## src/rtl/multicycle_control_unit_if.sv

```systemverilog
// Bus between the multi-cycle control unit and the rest of the CPU.
// It carries the instruction opcode, the ALU zero flag and the switch/halt
// handshake into the controller, and all datapath strobes and status out.
//
// Modports:
//   master - the control unit (consumes opcode/alu_zero/in_valid/resume,
//            drives every control, status and handshake output)
//   slave  - the datapath / environment side (the reverse directions)
interface multicycle_control_unit_if #(
  parameter int OPCODE_W = 6,
  parameter int ALUOP_W  = 4,
  parameter int CNT_W    = 16
);

  logic [OPCODE_W-1:0] opcode;
  logic                alu_zero;
  logic                in_valid;
  logic                resume;

  logic                ir_write;
  logic                pc_write;
  logic                cu_writeReg;
  logic                cu_regDest;
  logic                cu_memtoReg;
  logic                cu_Jump;
  logic                cu_inSignal;
  logic                cu_aluScr;
  logic                cu_writeEnable;
  logic                cu_readEnable;
  logic                cu_Branch;
  logic                cu_hlt;
  logic                cu_reset;
  logic                cu_showDisplay;
  logic [ALUOP_W-1:0]  cu_aluOp;
  logic                in_ack;
  logic                illegal;
  logic [CNT_W-1:0]    retired;

  modport master (
    input  opcode, alu_zero, in_valid, resume,
    output ir_write, pc_write, cu_writeReg, cu_regDest, cu_memtoReg, cu_Jump,
           cu_inSignal, cu_aluScr, cu_writeEnable, cu_readEnable, cu_Branch,
           cu_hlt, cu_reset, cu_showDisplay, cu_aluOp, in_ack, illegal, retired
  );

  modport slave (
    output opcode, alu_zero, in_valid, resume,
    input  ir_write, pc_write, cu_writeReg, cu_regDest, cu_memtoReg, cu_Jump,
           cu_inSignal, cu_aluScr, cu_writeEnable, cu_readEnable, cu_Branch,
           cu_hlt, cu_reset, cu_showDisplay, cu_aluOp, in_ack, illegal, retired
  );

endinterface

```

## src/rtl/multicycle_control_unit.sv

```systemverilog
// Multi-cycle control unit. Each instruction walks FETCH -> DECODE ->
// EXECUTE -> (MEMORY | WAIT_IN) -> WRITEBACK, with HALT and SRESET as
// side exits from DECODE. Static datapath controls are decoded once from the
// opcode captured in FETCH and held in a register until the next FETCH, so
// no output has a combinational path from the opcode input.
//
// Ports:
//   clk    - rising-edge clock
//   reset  - synchronous, active-high reset
//   bus    - multicycle_control_unit_if.master: opcode, alu_zero, in_valid,
//            resume in; PC/IR/register/memory/I/O strobes, in_ack, sticky
//            illegal flag and retired-instruction count out
module multicycle_control_unit #(
  parameter int OPCODE_W = 6,
  parameter int ALUOP_W  = 4,
  parameter int MEM_WAIT = 1,
  parameter int CNT_W    = 16
) (
  input  logic                        clk,
  input  logic                        reset,
  multicycle_control_unit_if.master   bus
);

  typedef enum logic [2:0] {
    FETCH, DECODE, EXECUTE, MEMORY, WRITEBACK, WAIT_IN, HALT, SRESET
  } state_t;

  typedef struct packed {
    logic [ALUOP_W-1:0] alu_op;
    logic               reg_dest;
    logic               alu_src;
    logic               mem_to_reg;
    logic               in_signal;
    logic               writes_reg;
    logic               is_lw;
    logic               is_sw;
    logic               is_in;
    logic               is_beq;
    logic               is_bne;
    logic               is_jump;
    logic               is_out;
  } ctrl_t;

  localparam logic [OPCODE_W-1:0] OP_HALT   = OPCODE_W'(24);
  localparam logic [OPCODE_W-1:0] OP_SRESET = OPCODE_W'(25);
  localparam logic [3:0]          MEM_LAST  = 4'(MEM_WAIT);

  state_t              state_q, next_state;
  logic [OPCODE_W-1:0] op_q;
  ctrl_t               ctrl_q;
  logic [3:0]          mem_cnt_q;
  logic [CNT_W-1:0]    retired_q;
  logic                illegal_q;
  logic                mem_last;
  logic                exec_done;
  logic                pc_write_d;

  // Opcode to static-control decode. Anything without a table entry,
  // including halt, soft reset and illegal opcodes, decodes to all zeros,
  // which is what makes an illegal opcode behave as a NOP.
  function automatic ctrl_t decode_op(input logic [OPCODE_W-1:0] op);
    ctrl_t c;
    c = '0;
    case (32'(op))
      0:  begin c.alu_op = ALUOP_W'(1);  c.writes_reg = 1'b1; end
      1:  begin c.alu_op = ALUOP_W'(2);  c.writes_reg = 1'b1; end
      2:  begin c.alu_op = ALUOP_W'(5);  c.writes_reg = 1'b1; end
      3:  begin c.alu_op = ALUOP_W'(6);  c.writes_reg = 1'b1; end
      4:  begin c.alu_op = ALUOP_W'(7);  c.writes_reg = 1'b1; end
      5:  begin c.alu_op = ALUOP_W'(11); c.writes_reg = 1'b1; end
      6:  begin c.alu_op = ALUOP_W'(12); c.writes_reg = 1'b1; end
      7:  begin c.alu_op = ALUOP_W'(13); c.writes_reg = 1'b1; end
      8:  begin c.alu_op = ALUOP_W'(14); c.writes_reg = 1'b1; end
      9:  begin c.alu_op = ALUOP_W'(2);  c.is_beq = 1'b1; end
      10: begin c.alu_op = ALUOP_W'(2);  c.is_bne = 1'b1; end
      11: begin c.alu_op = ALUOP_W'(1);  c.reg_dest = 1'b1; c.alu_src = 1'b1; c.writes_reg = 1'b1; end
      12: begin c.alu_op = ALUOP_W'(2);  c.reg_dest = 1'b1; c.alu_src = 1'b1; c.writes_reg = 1'b1; end
      13: begin c.alu_op = ALUOP_W'(3);  c.reg_dest = 1'b1; c.writes_reg = 1'b1; end
      14: begin c.alu_op = ALUOP_W'(4);  c.reg_dest = 1'b1; c.writes_reg = 1'b1; end
      15: begin
        c.alu_op = ALUOP_W'(1); c.alu_src = 1'b1; c.mem_to_reg = 1'b1;
        c.writes_reg = 1'b1; c.is_lw = 1'b1;
      end
      16: begin c.alu_op = ALUOP_W'(1);  c.alu_src = 1'b1; c.is_sw = 1'b1; end
      17: begin c.alu_op = ALUOP_W'(8);  c.reg_dest = 1'b1; c.writes_reg = 1'b1; end
      18: begin c.alu_op = ALUOP_W'(9);  c.reg_dest = 1'b1; c.alu_src = 1'b1; c.writes_reg = 1'b1; end
      19: begin c.alu_op = ALUOP_W'(10); c.reg_dest = 1'b1; c.alu_src = 1'b1; c.writes_reg = 1'b1; end
      20: begin c.alu_op = ALUOP_W'(1);  c.reg_dest = 1'b1; c.alu_src = 1'b1; c.writes_reg = 1'b1; end
      21: begin
        c.alu_op = ALUOP_W'(1); c.alu_src = 1'b1; c.in_signal = 1'b1;
        c.writes_reg = 1'b1; c.is_in = 1'b1;
      end
      22: c.is_out  = 1'b1;
      23: c.is_jump = 1'b1;
      default: c = '0;
    endcase
    return c;
  endfunction

  // Shared conditions. Non-memory, non-writing instructions (branches, jump,
  // out, NOP) finish in EXECUTE; sw reuses WRITEBACK purely to update the
  // PC so its memory write and PC write never share a cycle.
  always_comb begin
    mem_last   = (mem_cnt_q == MEM_LAST);
    exec_done  = (state_q == EXECUTE) &&
                 !(ctrl_q.is_lw || ctrl_q.is_sw || ctrl_q.is_in || ctrl_q.writes_reg);
    pc_write_d = exec_done || (state_q == WRITEBACK) ||
                 ((state_q == HALT) && bus.resume);
  end

  // Next-state selection for the instruction sequencer.
  always_comb begin
    next_state = state_q;
    unique case (state_q)
      FETCH:     next_state = DECODE;
      DECODE: begin
        if (op_q == OP_HALT)        next_state = HALT;
        else if (op_q == OP_SRESET) next_state = SRESET;
        else                        next_state = EXECUTE;
      end
      EXECUTE: begin
        if (ctrl_q.is_lw || ctrl_q.is_sw) next_state = MEMORY;
        else if (ctrl_q.is_in)            next_state = WAIT_IN;
        else if (ctrl_q.writes_reg)       next_state = WRITEBACK;
        else                              next_state = FETCH;
      end
      MEMORY:    if (mem_last) next_state = WRITEBACK;
      WAIT_IN:   if (bus.in_valid) next_state = WRITEBACK;
      WRITEBACK: next_state = FETCH;
      HALT:      if (bus.resume) next_state = FETCH;
      SRESET:    next_state = FETCH;
      default:   next_state = FETCH;
    endcase
  end

  // Sequencer state, captured opcode and its decoded controls, memory wait
  // counter, sticky illegal flag and retired count. Controls are loaded when
  // leaving FETCH and cleared on every return to FETCH.
  always_ff @(posedge clk) begin
    if (reset) begin
      state_q   <= FETCH;
      op_q      <= '0;
      ctrl_q    <= '0;
      mem_cnt_q <= '0;
      retired_q <= '0;
      illegal_q <= 1'b0;
    end else begin
      state_q <= next_state;
      if (state_q == FETCH) begin
        op_q   <= bus.opcode;
        ctrl_q <= decode_op(bus.opcode);
      end else if (next_state == FETCH) begin
        ctrl_q <= '0;
      end
      mem_cnt_q <= (state_q == MEMORY) ? mem_cnt_q + 4'd1 : 4'd0;
      if ((state_q == DECODE) && (op_q > OP_SRESET)) illegal_q <= 1'b1;
      if (state_q == SRESET)  retired_q <= '0;
      else if (pc_write_d)    retired_q <= retired_q + CNT_W'(1);
    end
  end

  // Output drive. Everything except ir_write is forced low while reset is
  // high, so a store interrupted in its last MEMORY cycle never writes.
  always_comb begin
    bus.ir_write       = (state_q == FETCH);
    bus.pc_write       = 1'b0;
    bus.cu_writeReg    = 1'b0;
    bus.cu_regDest     = 1'b0;
    bus.cu_memtoReg    = 1'b0;
    bus.cu_Jump        = 1'b0;
    bus.cu_inSignal    = 1'b0;
    bus.cu_aluScr      = 1'b0;
    bus.cu_writeEnable = 1'b0;
    bus.cu_readEnable  = 1'b0;
    bus.cu_Branch      = 1'b0;
    bus.cu_hlt         = 1'b0;
    bus.cu_reset       = 1'b0;
    bus.cu_showDisplay = 1'b0;
    bus.cu_aluOp       = '0;
    bus.in_ack         = 1'b0;
    if (!reset) begin
      bus.pc_write       = pc_write_d;
      bus.cu_writeReg    = (state_q == WRITEBACK) && ctrl_q.writes_reg;
      bus.cu_regDest     = ctrl_q.reg_dest;
      bus.cu_memtoReg    = ctrl_q.mem_to_reg;
      bus.cu_inSignal    = ctrl_q.in_signal;
      bus.cu_aluScr      = ctrl_q.alu_src;
      bus.cu_aluOp       = ctrl_q.alu_op;
      bus.cu_Jump        = (state_q == EXECUTE) && ctrl_q.is_jump;
      bus.cu_showDisplay = (state_q == EXECUTE) && ctrl_q.is_out;
      bus.cu_Branch      = (state_q == EXECUTE) &&
                           ((ctrl_q.is_beq && bus.alu_zero) || (ctrl_q.is_bne && !bus.alu_zero));
      bus.cu_readEnable  = (state_q == MEMORY) && ctrl_q.is_lw;
      bus.cu_writeEnable = (state_q == MEMORY) && ctrl_q.is_sw && mem_last;
      bus.cu_hlt         = (state_q == HALT);
      bus.cu_reset       = (state_q == SRESET);
      bus.in_ack         = (state_q == WAIT_IN) && bus.in_valid;
    end
  end

  assign bus.illegal = illegal_q;
  assign bus.retired = retired_q;

endmodule

```

## src/flat_wrapper.sv

```systemverilog
// flat-port wrapper written by rule: the top's interface ports become plain ports
module multicycle_control_unit_flat 
#(
  parameter int OPCODE_W = 6,
  parameter int ALUOP_W  = 4,
  parameter int MEM_WAIT = 1,
  parameter int CNT_W    = 16
)
  (clk, reset, bus_opcode, bus_alu_zero, bus_in_valid, bus_resume, bus_ir_write, bus_pc_write, bus_cu_writeReg, bus_cu_regDest, bus_cu_memtoReg, bus_cu_Jump, bus_cu_inSignal, bus_cu_aluScr, bus_cu_writeEnable, bus_cu_readEnable, bus_cu_Branch, bus_cu_hlt, bus_cu_reset, bus_cu_showDisplay, bus_cu_aluOp, bus_in_ack, bus_illegal, bus_retired);
  multicycle_control_unit_if #(.OPCODE_W(OPCODE_W), .ALUOP_W(ALUOP_W), .CNT_W(CNT_W)) bus_i ();
  input  logic clk;
  input  logic reset;
  input wire logic [$bits(bus_i.opcode)-1:0] bus_opcode;
  input wire logic [$bits(bus_i.alu_zero)-1:0] bus_alu_zero;
  input wire logic [$bits(bus_i.in_valid)-1:0] bus_in_valid;
  input wire logic [$bits(bus_i.resume)-1:0] bus_resume;
  output wire logic [$bits(bus_i.ir_write)-1:0] bus_ir_write;
  output wire logic [$bits(bus_i.pc_write)-1:0] bus_pc_write;
  output wire logic [$bits(bus_i.cu_writeReg)-1:0] bus_cu_writeReg;
  output wire logic [$bits(bus_i.cu_regDest)-1:0] bus_cu_regDest;
  output wire logic [$bits(bus_i.cu_memtoReg)-1:0] bus_cu_memtoReg;
  output wire logic [$bits(bus_i.cu_Jump)-1:0] bus_cu_Jump;
  output wire logic [$bits(bus_i.cu_inSignal)-1:0] bus_cu_inSignal;
  output wire logic [$bits(bus_i.cu_aluScr)-1:0] bus_cu_aluScr;
  output wire logic [$bits(bus_i.cu_writeEnable)-1:0] bus_cu_writeEnable;
  output wire logic [$bits(bus_i.cu_readEnable)-1:0] bus_cu_readEnable;
  output wire logic [$bits(bus_i.cu_Branch)-1:0] bus_cu_Branch;
  output wire logic [$bits(bus_i.cu_hlt)-1:0] bus_cu_hlt;
  output wire logic [$bits(bus_i.cu_reset)-1:0] bus_cu_reset;
  output wire logic [$bits(bus_i.cu_showDisplay)-1:0] bus_cu_showDisplay;
  output wire logic [$bits(bus_i.cu_aluOp)-1:0] bus_cu_aluOp;
  output wire logic [$bits(bus_i.in_ack)-1:0] bus_in_ack;
  output wire logic [$bits(bus_i.illegal)-1:0] bus_illegal;
  output wire logic [$bits(bus_i.retired)-1:0] bus_retired;
  assign bus_i.opcode = bus_opcode;
  assign bus_i.alu_zero = bus_alu_zero;
  assign bus_i.in_valid = bus_in_valid;
  assign bus_i.resume = bus_resume;
  assign bus_ir_write = bus_i.ir_write;
  assign bus_pc_write = bus_i.pc_write;
  assign bus_cu_writeReg = bus_i.cu_writeReg;
  assign bus_cu_regDest = bus_i.cu_regDest;
  assign bus_cu_memtoReg = bus_i.cu_memtoReg;
  assign bus_cu_Jump = bus_i.cu_Jump;
  assign bus_cu_inSignal = bus_i.cu_inSignal;
  assign bus_cu_aluScr = bus_i.cu_aluScr;
  assign bus_cu_writeEnable = bus_i.cu_writeEnable;
  assign bus_cu_readEnable = bus_i.cu_readEnable;
  assign bus_cu_Branch = bus_i.cu_Branch;
  assign bus_cu_hlt = bus_i.cu_hlt;
  assign bus_cu_reset = bus_i.cu_reset;
  assign bus_cu_showDisplay = bus_i.cu_showDisplay;
  assign bus_cu_aluOp = bus_i.cu_aluOp;
  assign bus_in_ack = bus_i.in_ack;
  assign bus_illegal = bus_i.illegal;
  assign bus_retired = bus_i.retired;
  multicycle_control_unit #(.OPCODE_W(OPCODE_W), .ALUOP_W(ALUOP_W), .MEM_WAIT(MEM_WAIT), .CNT_W(CNT_W)) u_core (.clk(clk), .reset(reset), .bus(bus_i));
endmodule
```

## config.mk

```make
export PLATFORM = sky130hd
export DESIGN_NAME = multicycle_control_unit_flat
export DESIGN_NICKNAME = d
export VERILOG_FILES = /design/src/rtl/multicycle_control_unit_if.sv /design/src/rtl/multicycle_control_unit.sv /design/src/flat_wrapper.sv
export SDC_FILE = /design/constraint.sdc
export NUM_CORES = 1
export LEC_CHECK = 0
export CAP_MARGIN = 20
export CORE_MARGIN = 3
export CORE_UTILIZATION = 30
export DETAILED_ROUTE_END_ITERATION = 12
export REMOVE_ABC_BUFFERS = 1
export SYNTH_ARGS = -nofsm -noshare
export SYNTH_HDL_FRONTEND = slang
export SYNTH_SLANG_ARGS = --single-unit
```

## constraint.sdc

```tcl
create_clock -name clk -period 2.2 [get_ports clk]
set_input_delay 0.44 -clock clk [delete_from_list [all_inputs] [get_ports clk]]
set_output_delay 0.44 -clock clk [all_outputs]
set_load 0.05 [all_outputs]
```

# Word level (Yosys, flattened, before mapping)
# Index checks and enable logic that the tools add are counted.
dict set report totals {
  regBits 46
  inputBits 11
  output_inout_bits 36
  elab_cells 125
}
dict set report classes {
  add_sub_neg 2
  n_lt_le_gt_ge 1
  eq_ne 33
  muxes 37
  n_bitwise 1
  reduce_logical 33
}
# op n
set ops {}
lappend ops {{$eq 6x5->1 const B} 10}
lappend ops {{$pmux 4 s14} 1}
lappend ops {{$eq 6x4->1 const B} 8}
lappend ops {{$mux 16} 2}
lappend ops {{$eq 6x3->1 const B} 4}
lappend ops {{$mux 1} 24}
lappend ops {{$mux 3} 8}
lappend ops {{$pmux 3 s7} 1}
lappend ops {{$reduce_or 19->1} 1}
lappend ops {{$add 16x1->16 const B} 1}
lappend ops {{$reduce_or 8->1} 2}
lappend ops {{$logic_and 1x1->1} 13}
lappend ops {{$eq 3x3->1 const B} 4}
lappend ops {{$eq 6x2->1 const B} 2}
lappend ops {{$eq 3x2->1 const B} 2}
lappend ops {{$eq 6x1->1 const B} 1}
lappend ops {{$gt 6x5->1 const B} 1}
lappend ops {{$logic_not 3->1} 2}
lappend ops {{$logic_not 6->1} 1}
lappend ops {{$logic_or 1x1->1} 6}
lappend ops {{$reduce_or 2->1} 3}
lappend ops {{$reduce_or 6->1} 1}
lappend ops {{$add 4x1->4 const B} 1}
lappend ops {{$eq 4x1->1 const B} 1}
lappend ops {{other kinds (6)} 7}

# Longest topological paths before layout
# Gate-level depths: netlist (run 1).
dict set report logic_depth {
  depth_word 8
  mapped_depth 7
}

# Least setup slack after synthesis (run 1)
# OpenSTA, ideal clock, no wires.
dict set report synth_timing {
  path_kind {flip-flop to output port}
  from {register u_core.state_q[0]}
  to {output bus_cu_writeEnable}
  t_arrival_ns 2.722
  required_time_ns 1.760
  slack_ns -0.962
  stages_incl_launch_ff 6
  cell_sequence {dfxtp_1 > clkbuf_2 > clkbuf_1 > nand2b_1 > nand2b_1 > nor4b_1}
}
dict set report synth_via {
  elab_chain_len 4
}
# item line
set synth_lines {}
lappend synth_lines {{from (decl)} multicycle_control_unit.sv:48} ;# state_t state_q, next_state;
lappend synth_lines {{from (signal assigned)} multicycle_control_unit.sv:148} ;# state_q <= next_state;
lappend synth_lines {{$eq 3x2->1} multicycle_control_unit.sv:194} ;# bus.cu_writeEnable = (state_q == MEMORY) && ctrl_q.is_sw && mem_last;
lappend synth_lines {{$logic_and 1x1->1 (2 in a row)} multicycle_control_unit.sv:194}
lappend synth_lines {{$mux 1} multicycle_control_unit.sv:181} ;# if (!reset) begin
lappend synth_lines {{to (decl)} flat_wrapper.sv:25} ;# output wire logic [$bits(bus_i.cu_writeEnable)-1:0] bus_cu_writeEnable;
# Every way passes these cells.

# Worst setup path after layout (run 1)
dict set report layout_timing {
  from {register u_core.ctrl_q[6] (netlist name)}
  to {output bus_pc_write}
}
dict set report layout_via {
  elab_chain_len 8
}
# item line
set layout_lines {}
lappend layout_lines {{from (decl)} multicycle_control_unit.sv:50} ;# ctrl_t ctrl_q;
lappend layout_lines {{from (signal assigned)} multicycle_control_unit.sv:151} ;# ctrl_q <= decode_op(bus.opcode);
lappend layout_lines {{$logic_or 1x1->1 (3 in a row)} multicycle_control_unit.sv:106} ;# !(ctrl_q.is_lw || ctrl_q.is_sw || ctrl_q.is_in || ctrl_q.writes_reg);
lappend layout_lines {{$logic_not 1->1} multicycle_control_unit.sv:106}
lappend layout_lines {{$logic_and 1x1->1} multicycle_control_unit.sv:105} ;# exec_done = (state_q == EXECUTE) &&
lappend layout_lines {{$logic_or 1x1->1 (2 in a row)} multicycle_control_unit.sv:107} ;# pc_write_d = exec_done || (state_q == WRITEBACK) ||
lappend layout_lines {{$mux 1} multicycle_control_unit.sv:181}
lappend layout_lines {{to (decl)} flat_wrapper.sv:18} ;# output wire logic [$bits(bus_i.pc_write)-1:0] bus_pc_write;
# Every way passes these cells.

==> results of run 1 <==
==> cells by family after synthesis <==
kind of cell             after synthesis  share of synthesized area, %
AND/OR/NAND/NOR                      122                         27.86
AO/OA/AOI/OAI                         78                         22.94
flip-flops                            44                         36.46
buffers and inverters                 36                         5.955
multiplexers                           9                         3.781
XOR/XNOR                               4                         1.450
adder cells (fa/ha/maj)                3                         1.554
==> final cells by class <==
cell class              instances  area share (%)
clock buffers                   6           2.060
clock inverters                 2          0.9943
inverters                      15           1.598
multi-input cells             216           40.45
flip-flops and latches         44           25.07
well taps                     102           3.622
repair buffers                 82           26.21
==> path summary, 6_finish.rpt <==
check / start / end / slack [ns] / cells after the start
worst min register to register: u_core.bus.illegal$_SDFFE_PP0P_ / u_core.bus.illegal$_SDFFE_PP0P_ / 0.45 / 2
worst min-delay path: u_core.bus.illegal$_SDFFE_PP0P_ / u_core.bus.illegal$_SDFFE_PP0P_ / 0.45 / 2
worst max-delay path: u_core.ctrl_q[6]$_SDFFE_PP0P_ / bus_pc_write / -0.02 / 4
worst max register to register: u_core.ctrl_q[6]$_SDFFE_PP0P_ / u_core.bus.retired[9]$_SDFFE_PP0N_ / 0.06 / 5
==> timing repair <==
action | 4_1_cts | 5_1_grt
hold endpoints to repair | 0 | 0
buffers inserted | 2 | 0
setup endpoints to repair | 5 | 18
gates resized for setup | 6 | 6
pin swaps | 2 | 4
==> worst register-to-register path: stages (launching register included) <==
cell and delay [ns]:
dfxtp_1 0.32, or4_4 0.54, o32a_4 0.34, buf_4 0.20
or4_1 0.51, a21oi_1 0.16
==> layer usage <==
layer | up-vias | wire [microns] | track usage [%]
li1 | 1232 | - | -
met1 | 1134 | 2960 | 20.05
met2 | 61 | 3012 | 23.86
met3 | 4 | 381 | 3.831
met4 | 0 | 42 | 3.436
met5 | - | 0 | 0
==> cell usage after synthesis, drive strengths merged (2+ instances only) <==
master	number	area share (%)
mux2i	8	3.3
a31oi	2	0.52
or3	6	1.6
o211a	2	0.83
nor2b	6	1.6
o32a	2	1.3
or4	11	3.6
clkbuf	15	2.4
o2bb2ai	5	1.8
a21oi	21	4.4
inv	15	2.3
o32ai	6	2.2
buf	6	1.2
nor2	31	4.8
nor3	8	1.7
and4	3	1.1
and3	4	1.0
nand3	8	1.7
dfxtp	44	36
a211oi	2	0.62
nand2	16	2.5
a22oi	2	0.62
nand3b	3	0.93
o21ai	11	2.3
a32oi	2	0.73
nor4	3	0.78
nand2b	12	3.1
a31o	2	0.73
o31ai	10	3.1
nand4	4	1.0
ha	3	1.6
nor4bb	2	0.83
xnor2	3	1.1
==> where the power goes <==
part | switching [W] | leakage [nW] | internal [W]
registers | 0.0000169 | 0.358 | 0.000818
clock network | 0.000285 | 0.0552 | 0.000338
logic | 0.000164 | 0.901 | 0.000140
total | 0.000466 | 1.31 | 0.00129
==> sequential cells by signal (all words and copies together), names as in the netlist <==
name / cells
u_core.bus.retired: 16
u_core.ctrl_q: 14
u_core.op_q: 6
u_core.mem_cnt_q: 4
u_core.state_q: 3
u_core.bus.illegal: 1
==> through the flow <==
step | instance area, sq um | util (%) | hold slack (ns) | total power, W
final | 3523 | 45.36 | 0.4471 | 0.001761
after global routing | 3523 | 45.36 | 0.4740 | 0.001860
after CTS | 3501 | 45.07 | 0.4515 | 0.001780
after detailed placement | 3369 | 43.38 | 0.4403 | 0.001149
after global placement | 3369 | 43.38 | 0.4413 | 0.001146
after floorplan | 2328 | - | 0.4243 | 0.001001
==> metrics.yaml, run 1 <==
clock_network:
  clk_pin_slew_ns: 0.09
  clkSinkCount: 44
  cts_buffer_depth: 2
  clock-root-buffer: "clkbuf_8"
  cts_tree: "built"
  htreeDepth: 2
  cts_made_buffers: 5
  postCtsHoldBufs: 0
  insertion_delay_ns: 0.29
placement:
  place_congestion: 0.8884
  io_buffers: 46
  dp_hpwl_mm: 4.772
  pre_cts_ws_ns: -0.07490
  place_inst: 458
critical_path:
  crit_family: "simple AND/OR/NAND/NOR gates"
  crit_chain: "or4_4, o32a_4, nor2_4, buf_12"
  cp.arrival_ns: 1.78
  crit_fanout: 2
  cp_num_buf_inv: 1
  required_ns: 1.76
  slowest_stage: "or4_4"
  cp-end-kind: "output pin"
  slowest_delay_ns: 0.54
  critical_path_class: "reg -> out"
  start_kind: "flip-flop"
timing:
  timing.fmax_mhz: 451.1
  drv_slew: 0
  setup_tns_ns: -0.01702
  min_period_over_period_pct: 100.8
  setup_slack_ns: -0.01702
  min_period_ns: 2.217
  rsz0062_at_grt: "yes"
  setup_viol: 1
  finClkSkew_ns: 0.008754
  relSlewSlack_pct: 66.64
  tightest_slew_ns: 0.4988
  hold_viol_final: 0
global_routing:
  grt_pass1_wl_mm: 10.91
  grt_max_degree: 23
  grt_pass1_vias: 2332
  antenna_found_initial: 0
  grt.total_usage_pct: 14.88
  grt_overflow: 0
die:
  initial_core_util_pct: 31.11
  core_area_sq_mm: 0.007767
  die_y_microns: 95.74
  die_w_microns: 95.74
  die_area_sq_mm: 0.009166
  ios: 47
  rows: 32
pwr:
  vdd_drop_max_mv: 0.2085
  p_leak_nw: 1.314
  power_density_mw_per_mm2: 499.8
synthesis:
  async_reset_ff_share_pct: 0
  postSynthAreaPerCell_sq_um: 8.162
  mappedNetlistArea_sq_mm: 0.002416
  synth.ff_latch_count: 44
  yosysUniqueCellTypes: 55
  synth_edf_count: 0
  synthCells: 296
  seq_area_frac_synth_pct: 36.46
  synth_warnings: 0
  ys.flop_type: "dfxtp_1"
routing:
  drc: 0
  antenna_left: 0
  vias: 2431
  wire_per_inst_microns: 13.70
  dr.pass1.iters: 4
  drt_wl_total_mm: 6.396
  vias_per_cell: 5.206
  drt_iter0_drc: 118
finish:
  final_cells: 467
  nNetsFinal: 378
  drive_gt1_share_pct: 20.55
  antenna_cells: 0
  syn_to_final_growth_pct: 45.83
  layout_common_cells: "dfxtp_1, buf_4, nor2_1"
  register_area_sq_um: 883.3
  fillerInstances: 786
  final_common_cell: "dfxtp_1"
  multi_input_area_sq_mm: 0.001425
flow_run:
  cap_violations: 0
run_status:
  outcome: "complete, but fails checks"
  violations: "negative setup slack"
min_path:
  hp-class: "reg -> reg"
No activity file was read; power rests on OpenSTA's default activity.
==> run 2, diff against run 1 <==
==> constraint.sdc (replaced) <==
create_clock -name clk -period 1.85 [get_ports clk]
set_input_delay 0.37 -clock clk [delete_from_list [all_inputs] [get_ports clk]]
set_output_delay 0.37 -clock clk [all_outputs]
set_load 0.05 [all_outputs]
==> run 2 against run 1 <==
Net effect:
- the flow still finishes with violations (negative setup slack)
- non-clock buffer count up 31
- first-iteration DRC count down 10%
- final cell count up 6.9%
- critical path depth unchanged
- sequential share of layout area down 2.6 points
- hold slack better by 0.0049 ns
- cell area up 13%
- highest routed layer unchanged
==> metrics.yaml, run 2 (synthesized netlist as in run 1, its figures left out) <==
pwr:
  vdd_drop_max_mv: 0.2724
  p_leak_nw: 1.574
  power_density_mw_per_mm2: 550.7
die:
  rows: 32
  ios: 47
  initial_core_util_pct: 31.11
  core_area_sq_mm: 0.007767
  die_area_sq_mm: 0.009166
  die_w_microns: 95.74
  die_y_microns: 95.74
timing:
  min_period_over_period_pct: 117.4
  setup_tns_ns: -3.704
  hold_viol_final: 0
  finClkSkew_ns: 0.008950
  relSlewSlack_pct: 66.72
  setup_viol: 22
  setup_slack_ns: -0.3212
  tightest_slew_ns: 0.4984
  timing.fmax_mhz: 460.6
  drv_slew: 0
  min_period_ns: 2.171
  rsz0062_at_grt: "yes"
global_routing:
  antenna_found_initial: 0
  grt.total_usage_pct: 16.34
  grt_pass1_wl_mm: 11.93
  grt_pass1_vias: 2542
  grt_max_degree: 23
  grt_overflow: 0
critical_path:
  r2r-end: "u_core.bus.retired[5]$_SDFFE_PP0N_"
  cp-end-kind: "output pin"
  reg2reg_from: "u_core.ctrl_q[5]$_SDFFE_PP0P_"
  ff2ff_path_depth: 5
  cp.arrival_ns: 1.80
  required_ns: 1.48
  crit_fanout: 2
  start_kind: "flip-flop"
  r2r_setup_slack_ns: -0.27
  critical_path_class: "reg -> out"
min_path:
  hp-class: "reg -> reg"
  min_from: "u_core.bus.illegal$_SDFFE_PP0P_"
  hold_depth: 2
  min_to: "u_core.bus.illegal$_SDFFE_PP0P_"
routing:
  drt_wl_total_mm: 7.446
  vias: 2643
  antenna_left: 0
  drt_iter0_drc: 106
  wire_per_inst_microns: 14.92
  drc: 0
  dr.pass1.iters: 4
  vias_per_cell: 5.297
clock_network:
  cts_tree: "built"
  insertion_delay_ns: 0.30
  clk_pin_slew_ns: 0.08
  clkSinkCount: 44
  htreeDepth: 2
  cts_buffer_depth: 2
  clock-root-buffer: "clkbuf_8"
  cts_made_buffers: 5
run_status:
  outcome: "complete, but fails checks"
  violations: "negative setup slack"
finish:
  antenna_cells: 0
  final_common_cell: "buf_4"
  syn_to_final_growth_pct: 64.32
  nNetsFinal: 410
  largest_reg_flops: 16
  final_cells: 499
  layout_common_cells: "buf_4, dfxtp_1, nor2_1"
  drive_gt1_share_pct: 37.78
  final_util_pct: 51.11
placement:
  dp_hpwl_mm: 5.016
  place_inst: 476
  place_congestion: 0.8889
  io_buffers: 46
  pre_cts_ws_ns: -0.2926
flow_run:
  cap_violations: 0
run 2: changes by cell type in the layout (fill, tap and decap cells not counted), sizes merged:
cell / delta
buf: +47
clkdlybuf4s50: -18
dlygate4sd2: +1
dlymetal6s2s: +1
o32a: +1
run 2: power breakdown:
part,switching (W),leakage [nW],internal (W)
Combinational,0.000237,1.16,0.000225
Sequential,0.0000189,0.360,0.000970
Clock,0.000334,0.0552,0.000401
run 2: metal layers:
layer,global-route usage (%),routed length (microns),vias up
met5,0,0,-
met4,4.976,121,0
met3,3.127,449,12
met2,27.04,3641,88
met1,21.47,3234,1237
li1,-,-,1306
run 2: repair_timing:
action,in CTS,in global routing
gates cloned,1,0
gates resized for setup,32,27
setup endpoints to repair,38,35
hold buffers,0,0
pin swaps,13,6
setup buffers,10,6
run 2: worst max path at each step:
| stage | start | to | slack (ns) | depth (start not counted) |
|---|---|---|---|---|
| global placement | reset | bus_cu_writeEnable | -0.30 | 6 |
| detailed placement | reset | u_core.ctrl_q[2]$_SDFFE_PP0P_ | -0.29 | 5 |
| finish | u_core.ctrl_q[5]$_SDFFE_PP0P_ | bus_pc_write | -0.32 | 4 |
| floorplan | u_core.state_q[1]$_SDFF_PP0_ | bus_cu_writeEnable | -1.15 | 3 |
| global route | u_core.ctrl_q[5]$_SDFFE_PP0P_ | bus_pc_write | -0.35 | 4 |
| CTS | u_core.ctrl_q[5]$_SDFFE_PP0P_ | bus_pc_write | -0.34 | 4 |
run 2: worst max-delay path, stage by stage, from the launching register on:
cell	delay [ns]
dfxtp_2	0.33
or4_4	0.54
o32a_4	0.34
nor2_4	0.15
buf_12	0.15
run 2: stage by stage:
step,hold slack [ns],instance area (sq um),total power [W]
3_5_place_dp,0.4471,3477,0.001395
4_1_cts,0.4614,3790,0.002168
3_3_place_gp,0.4430,3477,0.001391
2_1_floorplan,0.4243,2328,0.001190
6_report,0.4519,3970,0.002186
5_1_grt,0.4875,3970,0.002286
run 2: cell type report:
| class | instances | area (sq um) |
|---|---|---|
| fill | 732 | 3797 |
| tap | 102 | 127.6 |
| clock buffer | 6 | 72.57 |
| clock inverter | 2 | 35.03 |
| timing repair buffer | 113 | 1160 |
| multi-input combinational | 217 | 1627 |
| inverter | 15 | 56.30 |
| sequential | 44 | 892.1 |
==> run 3, diff against run 2 <==
--- a/config.mk
+++ b/config.mk
@@ -9,6 +9,8 @@
 export CORE_MARGIN = 3
 export CORE_UTILIZATION = 30
 export DETAILED_ROUTE_END_ITERATION = 12
+export HOLD_SLACK_MARGIN = 0.02
+export PLACE_DENSITY = 0.58
 export REMOVE_ABC_BUFFERS = 1
 export SYNTH_ARGS = -nofsm -noshare
 export SYNTH_HDL_FRONTEND = slang
==> run 3 against run 2 <==
Net effect:
- the run still ends with negative setup slack left
- hold slack lost 0.0017 ns
- clock power down 14%
- power shrank 4.6%
- count of clock-buffer cells in the layout rose by 1
- first-iteration DRC count decreased by 21%
- sequential power hardly changed
- fmax increased by 0.31%
- critical path depth unchanged
- global-route usage is 0.20 points lower
- flip-flop and latch count unchanged
- routed wire length is 1.1% lower
- critical endpoint unchanged
==> metrics.yaml, run 3 (synthesized netlist as in run 1, its figures left out) <==
run_status:
  outcome: "complete, but fails checks"
  violations: "negative setup slack"
routing:
  wl_met1_mm: 3.255
  drt_iter0_drc: 84
  dr_wl_met2_mm: 3.677
  dr.pass1.iters: 4
  vias_per_cell: 5.233
  drt_wl_total_mm: 7.361
  antenna_left: 0
  drc: 0
  dr_wl_met3_microns: 367
  dr.max_layer_used: "met4"
  wire_per_inst_microns: 14.63
  vias: 2632
placement:
  dpl_cell_area_sq_mm: 0.003490
  io_buffers: 46
  dp_hpwl_mm: 4.910
  place_congestion: 0.8299
global_routing:
  grt_overflow: 0
  grt_pass1_vias: 2543
  grt.total_usage_pct: 16.13
  grt_max_degree: 23
  antenna_found_initial: 0
  grt_pass1_wl_mm: 11.80
finish:
  nNetsFinal: 414
  layout_common_cells: "buf_4, dfxtp_1, nor2_1"
  syn_to_final_growth_pct: 64.63
  drive_gt1_share_pct: 40.15
  antenna_cells: 0
  largest_reg_flops: 16
  fillerInstances: 753
  final_common_cell: "buf_4"
  stdcell_area_sq_mm: 0.003978
critical_path:
  critical_path.startpoint: "u_core.ctrl_q[4]$_SDFFE_PP0P_"
  r2r_setup_slack_ns: -0.28
  r2r-end: "u_core.bus.retired[11]$_SDFFE_PP0N_"
  cp.arrival_ns: 1.79
  crit_fanout: 2
  start_kind: "flip-flop"
  worstSetupEndpoint: "bus_pc_write"
  ff2ff_path_depth: 5
  critical_path_class: "reg -> out"
  required_ns: 1.48
  path_depth: 4
  cp-end-kind: "output pin"
  reg2reg_from: "u_core.ctrl_q[4]$_SDFFE_PP0P_"
  slowest_stage: "or4_4"
  crit_family: "simple AND/OR/NAND/NOR gates"
  cp_num_buf_inv: 1
  slowest_delay_ns: 0.54
  crit_chain: "or4_4, o32a_4, nor2_4, buf_12"
timing:
  finClkSkew_ns: 0.004734
  min_period_ns: 2.164
  relSlewSlack_pct: 73.35
  setup_tns_ns: -3.798
  timing.fmax_mhz: 462.0
  min_period_over_period_pct: 117.0
  drv_slew: 0
  hold_viol_final: 0
  hold_ws_ns: 0.4502
  setup_viol: 18
  tightest_slew_ns: 0.3989
  rsz0062_at_grt: "yes"
  setup_slack_ns: -0.3144
die:
  rows: 32
  core_area_sq_mm: 0.007767
  initial_core_util_pct: 31.11
  die_area_sq_mm: 0.009166
  ios: 47
  die_w_microns: 95.74
  die_y_microns: 95.74
clock_network:
  postCtsHoldBufs: 0
  cts_made_buffers: 5
  clkSinkCount: 44
  cts_tree: "built"
  clk_pin_slew_ns: 0.08
  cts_buffer_depth: 2
  insertion_delay_ns: 0.29
  htreeDepth: 2
  clock-root-buffer: "clkbuf_8"
min_path:
  hp-class: "reg -> reg"
  min_from: "u_core.bus.illegal$_SDFFE_PP0P_"
pwr:
  power_density_mw_per_mm2: 524.2
  p_leak_nw: 1.564
  vdd_drop_max_mv: 0.3160
flow_run:
  cap_violations: 0
[run 3: through the flow]
stage | setup slack [ns] | total power (W) | cells | utilization [%]
detailed placement | -0.2710 | 0.001396 | 478 | 44.93
finish | -0.3144 | 0.002085 | 503 | 51.21
global route | -0.3563 | 0.002181 | 503 | 51.21
CTS | -0.3326 | 0.002069 | 495 | 48.65
floorplan | -1.147 | 0.001190 | 275 | -
global placement | -0.2762 | 0.001394 | 478 | 44.93
[run 3: power breakdown]
group	leakage [nW]	internal [W]	total, W	switching, W
logic	1.16	0.000233	0.000465	0.000232
clock network	0.0445	0.000304	0.000630	0.000327
registers	0.360	0.000970	0.000990	0.0000203
[run 3: worst min path at each step]
stage	endpoint	cells past startpoint	slack [ns]
after floorplan	u_core.ctrl_q[0]$_SDFFE_PP0P_	1	0.42
after global placement	u_core.bus.illegal$_SDFFE_PP0P_	2	0.44
after detailed placement	u_core.ctrl_q[0]$_SDFFE_PP0P_	1	0.44
after CTS	u_core.bus.illegal$_SDFFE_PP0P_	2	0.46
after global routing	u_core.bus.illegal$_SDFFE_PP0P_	2	0.48
final	u_core.bus.illegal$_SDFFE_PP0P_	2	0.45
[run 3: layout make-up]
| cell class | instances | area [sq um] | share of cell area [%] |
|---|---|---|---|
| sequential | 44 | 892.1 | 22.43 |
| inverter | 15 | 56.30 | 1.416 |
| clock buffer | 7 | 86.33 | 2.170 |
| clock inverter | 1 | 7.507 | 0.1887 |
| tap | 102 | 127.6 | 3.209 |
| multi-input combinational | 217 | 1629 | 40.96 |
| timing repair buffer | 117 | 1179 | 29.63 |
[run 3: routing by layer]
metal | vias to the layer above | GRT usage (%)
li1 | 1306 | -
met3 | 6 | 3.206
met4 | 0 | 4.147
met2 | 61 | 28.20
met1 | 1259 | 20.23
met5 | - | 0
[run 3: timing repair]
| action | 4_1_cts | 5_1_grt |
|---|---|---|
| resized for setup | 30 | 30 |
| gates cloned | 1 | 0 |
| buffers inserted | 8 | 8 |
| endpoints found under the setup margin | 40 | 37 |
| pin swaps | 12 | 14 |
[run 3: worst min-delay path: cells and delay by family, from the launching register on]
| kind | cells | cell delay, ns |
|---|---|---|
| buf+inv | 1 | 0.05 |
| flops | 1 | 0.31 |
| compound gates | 1 | 0.05 |
